--- config.mk ---
export PLATFORM = sky130hd
export DESIGN_NAME = fetch_pc_unit
export DESIGN_NICKNAME = d
export VERILOG_FILES = /design/src/rtl/fetch_pc_unit_pkg.sv /design/src/rtl/pc_next_calc.sv /design/src/rtl/fetch_pc_unit.sv
export SDC_FILE = /design/constraint.sdc
export NUM_CORES = 1
export LEC_CHECK = 0
export ABC_AREA = 1
export ABC_CLOCK_PERIOD_IN_PS = 2800
export CAP_MARGIN = 10
export CORE_UTILIZATION = 49
export DETAILED_ROUTE_END_ITERATION = 10
export PLACE_DENSITY_LB_ADDON = 0.2
export SYNTH_ARGS = -nofsm -noshare
export SYNTH_HDL_FRONTEND = slang
export SYNTH_HIERARCHICAL = 1
export SYNTH_SLANG_ARGS = --single-unit
--- constraint.sdc ---
create_clock -name clk -period 2.8 [get_ports clk]
set_input_delay 0.42 -clock clk [delete_from_list [all_inputs] [get_ports clk]]
set_output_delay 0.42 -clock clk [all_outputs]
set_load 0.02 [all_outputs]
--- src/rtl/fetch_pc_unit_pkg.sv ---
// fetch_pc_unit_pkg: shared fetch-sequencer types and constants
package fetch_pc_unit_pkg;
  typedef enum logic [1:0] {FETCH, EXEC, ERROR} state_t;
  localparam logic [31:0] NOP = 32'h0000_0013;
  localparam logic [1:0] INSTR_ALIGN = 2'b00;
endpackage

--- src/rtl/pc_next_calc.sv ---
// pc_next_calc: next-PC adder with misaligned-target detection
module pc_next_calc
  import fetch_pc_unit_pkg::*;
(
  input  logic [31:0] pc,
  input  logic [31:0] incremento,
  output logic [31:0] nxt,
  output logic        misaligned
);
  assign nxt = pc + incremento;
  assign misaligned = nxt[1:0] != INSTR_ALIGN;
endmodule

--- src/rtl/fetch_pc_unit.sv ---
// fetch_pc_unit: PC register, fetch handshake FSM and retired-instruction counter
module fetch_pc_unit
  import fetch_pc_unit_pkg::*;
#(
  parameter logic [31:0] RESET_PC = 32'h0000_0000
) (
  input  logic        clk,
  input  logic        reset,
  input  logic [31:0] Incremento,
  input  logic        Avanzar,
  output logic        mem_req,
  output logic [31:0] mem_addr,
  input  logic        mem_ack,
  input  logic [31:0] mem_rdata,
  output logic [31:0] Instruccion,
  output logic        Instr_valido,
  output logic [31:0] PC,
  output logic        Error_alin,
  output logic [31:0] Cuenta_instr
);
  state_t state;
  logic [31:0] nxt;
  logic mis;
  pc_next_calc u_calc (
    .pc(PC),
    .incremento(Incremento),
    .nxt(nxt),
    .misaligned(mis)
  );
  // reset gates the request so an abandoned fetch is never presented
  assign mem_req = state == FETCH && !reset;
  assign mem_addr = PC;
  assign Instr_valido = state == EXEC;
  always_ff @(posedge clk) begin
    if (reset) begin
      state <= FETCH;
      PC <= RESET_PC;
      Instruccion <= NOP;
      Error_alin <= 1'b0;
      Cuenta_instr <= 32'd0;
    end else begin
      case (state)
        FETCH: if (mem_ack) begin
          Instruccion <= mem_rdata;
          state <= EXEC;
        end
        EXEC: if (Avanzar) begin
          if (mis) begin
            Error_alin <= 1'b1;
            state <= ERROR;
          end else begin
            PC <= nxt;
            Cuenta_instr <= Cuenta_instr + 32'd1;
            state <= FETCH;
          end
        end
        default: state <= ERROR;
      endcase
    end
  end
endmodule

# Yosys cells after proc, flatten, opt, wreduce, memory -nomap -nowiden
# Index checks and enable logic that the tools add are counted.
[word_totals]
word_cells = 23
reg_bits = 99
[classes]
bitwise_logic = 1
add_sub_neg = 2
n_eq_ne = 3
n_reduce_logical = 8
muxes = 4
[ops]
columns = ["cell", "count"]
rows = [
  ["32-bit by 1-bit adder with 32-bit output (second input constant)", 1],
  ["32-bit adder", 1],
  ["2-bit two-way mux", 3],
  ["3-bit AND reduction", 2],
  ["2-bit inequality test (second input constant)", 2],
  ["2-bit case mux with 2 select lines", 1],
  ["2-bit AND reduction", 2],
  ["2-bit by 1-bit == test with 1-bit output (second input constant)", 1],
  ["2-bit logical NOT", 1],
  ["2-bit nonzero test", 1],
  ["1-bit logical AND", 1],
  ["1-bit logical NOT", 1],
  ["1-bit inverter", 1],
]

# Logic depth before layout (Yosys ltp)
[logic_depth]
depth_word = 5
mapped_depth = 14
mapped_depth_nobuf = 14

# Hierarchy
# Netlist, hierarchy kept.
[modules_own_cells]
columns = ["module", "instances", "seq_area_each_um2", "area_per_inst_um2", "cells_each"]
rows = [
  ["fetch_pc_unit", 1, 1981.9, 4410.5, 616],
  ["pc_next_calc", 1, 0.0, 2391.0, 495],
]

# Least setup slack after synthesis
# Ideal clock, no wire load.
[synth_timing]
kind = "reg-to-reg"
start = "register PC[0]"
end = "register Cuenta_instr[15]"
stages_incl_launch_ff = 12
setup_slack_ps = 449
t_required_ps = 2672
period_less_slack_ps = 2351
t_arrival_ps = 2224
setup_ps = 128
n_path_buf = 0
cell_sequence = "dfxtp_1 ha_1 fa_1 or2_2 nor2_1 nand2_4 nor2_8 nand2_4 nor2_1 nand2_1 nand2_1 nor2_1"
[synth_via]
elab_chain_cells = 4
[synth_lines]
columns = ["element", "line_no", "text"]
rows = [
  ["start, declared", "fetch_pc_unit.sv:17", "output logic [31:0] PC,"],
  ["start signal, assigned", "fetch_pc_unit.sv:52", "PC <= nxt;"],
  ["32-bit adder", "pc_next_calc.sv:10", "assign nxt = pc + incremento;"],
  ["named net nxt[1]", "fetch_pc_unit.sv:22", "logic [31:0] nxt;"],
  ["2-bit nonzero test", "pc_next_calc.sv:11", "assign misaligned = nxt[1:0] != INSTR_ALIGN;"],
  ["named net mis", "fetch_pc_unit.sv:23", "logic mis;"],
  ["1-bit inverter (no line)", "n/a", ""],
  ["3-bit AND reduction (no line)", "n/a", ""],
  ["end signal, assigned", "fetch_pc_unit.sv:53", "Cuenta_instr <= Cuenta_instr + 32'd1;"],
  ["end, declared", "fetch_pc_unit.sv:19", "output logic [31:0] Cuenta_instr"],
]
# The timed path passes the listed nets, and every way through them passes these cells.
# A chain may end at the register's enable or synchronous reset.

# Final worst setup path
[layout_timing]
start = "input Incremento[0]"
end = "register Cuenta_instr[31]"
[layout_via]
elab_chain_cells = 4
[layout_lines]
columns = ["element", "line_no", "text"]
rows = [
  ["start, declared", "fetch_pc_unit.sv:9", "input logic [31:0] Incremento,"],
  ["32-bit adder", "pc_next_calc.sv:10", ""],
  ["named net nxt[1]", "fetch_pc_unit.sv:22", ""],
  ["2-bit nonzero test", "pc_next_calc.sv:11", ""],
  ["named net mis", "fetch_pc_unit.sv:23", ""],
  ["1-bit inverter (no line)", "n/a", ""],
  ["3-bit AND reduction (no line)", "n/a", ""],
]
# The timed path passes the listed nets, and every way through them passes these cells.

==> results.sh <==
export IMPL_outcome="finished clean"
export IMPL_dpl_hpwl_mm=14.0
export IMPL_numCtsBuffers=9
export IMPL_start_kind="input pin"
export IMPL_min_period_ns=2.57
export IMPL_cts_root_buf="clkbuf_16"
export IMPL_syn_instance_count=1111
export IMPL_power_w=0.00370
export IMPL_finish_utilization=0.679
export IMPL_grt_first_pass_wirelength_mm=30.1
export IMPL_register_area_mm2=0.00198
export IMPL_cp_data_required_time_ns=3.10
export IMPL_track_usage=0.262
export IMPL_viasPerCell=4.92
export IMPL_maxSlewHeadroom=0.641
export IMPL_seqPwrFrac=0.406
export IMPL_route_detailed_drc=0
export IMPL_placedCellCount=1444
export IMPL_antenna_found_initial=0
export IMPL_maxSlewViolCount=0
export IMPL_crit_reg2reg_launch="PC[0]"
export IMPL_wire_per_inst_um=12.8
export IMPL_setup_viol=0
export IMPL_tritoncts="built"
export IMPL_area_growth_syn_to_layout_pct=33.8
export IMPL_vias=7180
export IMPL_place_congestion=0.915
export IMPL_end_kind="flip-flop"
export IMPL_path_class="in2reg"
export IMPL_cap_violations=0
export IMPL_ys_warnings_count=6
export IMPL_wirelength_mm=18.7
export IMPL_ir_worst_vdd_mv=0.289
export IMPL_die_area_mm2=0.0144
export IMPL_critPathTopFamily="simple AND/OR/NAND/NOR gates"
export IMPL_n_antenna_cell=0
export IMPL_finalNonFillerCells=1460
export IMPL_fin_skew_ns=0.0127
export IMPL_post_route_period_util=0.918
export IMPL_final_cell_area_mm2=0.00910
export IMPL_synth_cell_types=35
export IMPL_grt_max_degree=62
export IMPL_switching_share=0.277
export IMPL_yosysSeqAreaShare=0.291
export IMPL_cts_hold_buf=0
export IMPL_p_clk_frac=0.395
export IMPL_cp_startpoint="Incremento[0]"
export IMPL_antenna_left=0
export IMPL_place_area_mm2=0.00876
export IMPL_multiInputGateArea_mm2=0.00387
export IMPL_tightest_slew_ns=0.539
export IMPL_rsz0062_at_grt="no"
export IMPL_num_nets_final=1380
export IMPL_max_freq_mhz=389
export IMPL_hold_viol=0
export IMPL_slowest_stage="clkdlybuf4s50_1"
export IMPL_first_global_vias=6368
export IMPL_worst_path_buf_inv=4
export IMPL_timing_critical_path_fanout_max=3
export IMPL_drt_iter0_drc=509
export IMPL_cts_sinks=99
export IMPL_rows=42
export IMPL_cts_resized=0
export IMPL_fillers=1247
export IMPL_core_mm2=0.0134
export IMPL_crit_arrival_ns=2.87
export IMPL_syn_area_per_cell_um2=6.12
export IMPL_portBuffers=198
export IMPL_layout_drive_gt1_share=0.0678
export IMPL_grt_ovfl_total=0
export IMPL_syn_nets=1212
export IMPL_min_path_type="reg2reg"
export IMPL_h_tree_depth=3
export IMPL_io_pins=199
export IMPL_crit_chain="clkdlybuf4s50_1 -> ha_1 -> fa_1 -> or2_2 -> inv_1 -> nand2_1 -> nor2_2 -> buf_4 -> buf_4 -> nand2_2 -> nor2_2 -> nand3_1 -> nand2_1 -> nand2_1 -> nor2_2"
export IMPL_fp_dieW_um=120
export IMPL_start_util=0.508
export IMPL_ys_ff_latch=99
export IMPL_internal_power_w=0.00268
export IMPL_drtPass1Iterations=5
export IMPL_slowest_delay_ns=0.47
export IMPL_leakagePower_nw=4.39
export IMPL_cellPowerDensity_mw_per_mm2=407
export IMPL_insertion_delay_ns=0.36
export IMPL_clkTransAtPathRegs_ns=0.07
export IMPL_post_cts_buffers=0
export IMPL_switching_power_w=0.00103
export IMPL_worstHoldStart="Error_alin"
export IMPL_netlist_area_mm2=0.00680
export IMPL_die_h_um=120
export IMPL_max_clock_path_buffers=2
export IMPL_p_comb_frac=0.199
[worst register-to-register path, stage by stage (launching register included)]
cell and delay, ns:
dfxtp_1 0.38, ha_1 0.25, fa_1 0.45, or2_2 0.33, inv_1 0.08, nand2_1 0.06
nor2_2 0.10, buf_4 0.15, buf_4 0.12, nand2_2 0.04, nor2_2 0.11, nand3_1 0.10
nand2_1 0.09, nand2_1 0.06, nor2_2 0.06
[cell usage after synthesis]
master,instances,area share
buf_4,32,0.035
o21a_1,2,0.0022
nand4_1,11,0.010
nand2_2,17,0.016
nor2_8,1,0.0029
nor3_2,4,0.0059
buf_2,11,0.0081
a21oi_1,29,0.021
or2_2,1,0.00092
o21bai_1,2,0.0022
clkbuf_1,12,0.0066
or2_4,1,0.0013
nand2_4,3,0.0050
nor2_1,213,0.12
nor2_2,12,0.011
dfxtp_1,99,0.29
a21o_1,1,0.0011
nand2_1,308,0.17
xor2_1,16,0.021
fa_1,1,0.0029
nand3_1,50,0.037
o21bai_2,1,0.0017
and2_1,1,0.00092
nor3_1,7,0.0052
buf_6,2,0.0033
nand3_2,4,0.0059
inv_2,4,0.0022
nor2_4,5,0.0083
ha_1,32,0.059
nand4_2,1,0.0018
a21oi_2,1,0.0013
inv_1,152,0.084
xnor2_1,4,0.0052
a31oi_1,2,0.0018
o21ai_0,69,0.051
[per-layer routing]
metal | up-vias | track usage | part of all wire
li1 | 3713 | - | -
met1 | 3192 | 0.344 | 0.47
met2 | 247 | 0.430 | 0.45
met3 | 28 | 0.0494 | 0.065
met4 | 0 | 0.0844 | 0.023
met5 | - | 0 | 0
[through the flow]
step	hold WS, ns	setup TNS (ns)	setup WS, ns
finish	0.473	0	0.231
global route	0.504	0	0.0630
CTS	0.475	0	0.249
detailed placement	0.457	-1.92	-0.0957
global placement	0.454	-1.47	-0.0840
floorplan	0.533	0	0.449
[cell families after synthesis]
family,after synthesis,synth area share
simple gates,639,0.399
xor+xnor,20,0.0258
flops,99,0.291
buf+inv,213,0.139
compound gates,107,0.0824
fa+ha+maj,33,0.0618
[final timing paths]
check                                        end  slack (ns)  depth (start not counted)
worst max register to register  Cuenta_instr[31]        0.37                         14
worst min-delay path                  Error_alin        0.47                          1
worst max-delay path            Cuenta_instr[31]        0.23                         15
worst min register to register        Error_alin        0.47                          1
[final cells by class]
class	count	share of cell area
clock inverters	6	0.0124
flip-flops and latches	99	0.218
well taps	176	0.0242
multi-input cells	799	0.425
clock buffers	10	0.0252
repair buffers	214	0.231
inverters	156	0.0643
[state kept, by name (all words and copies together) (netlist names)]
register and count:
Instruccion 32, Error_alin 1, Cuenta_instr 32, PC 32, state 2
[cells in the final DEF (no fill, tap or decap), types with 2 or more instances in the layout]
cell type | Yosys | layout
nand2_1 | 308 | 308
inv_2 | 4 | 5
o21a_1 | 2 | 2
nand2_2 | 17 | 17
nand3_1 | 50 | 50
buf_4 | 32 | 16
nor2_1 | 213 | 213
nand2_4 | 3 | 3
inv_1 | 152 | 151
clkbuf_16 | 0 | 9
nor2_4 | 5 | 5
nor3_1 | 7 | 7
xnor2_1 | 4 | 4
bufinv_16 | 0 | 3
o21ai_0 | 69 | 69
nor2_2 | 12 | 12
ha_1 | 32 | 32
dfxtp_1 | 99 | 99
nand4_1 | 11 | 11
nand3_2 | 4 | 4
a21oi_1 | 29 | 29
a31oi_1 | 2 | 2
clkdlybuf4s50_1 | 0 | 198
o21bai_1 | 2 | 2
xor2_1 | 16 | 16
nor3_2 | 4 | 4
[power by group through the flow]
stage                     combinational, W  clock (W)  sequential (W)
after floorplan                   0.000357          0         0.00160
after global placement            0.000723          0         0.00154
after detailed placement          0.000729          0         0.00154
after CTS                         0.000736    0.00149         0.00151
after global routing              0.000805    0.00155         0.00151
final                             0.000735    0.00146         0.00151
Note: power is estimated with default switching activity, not from simulation.
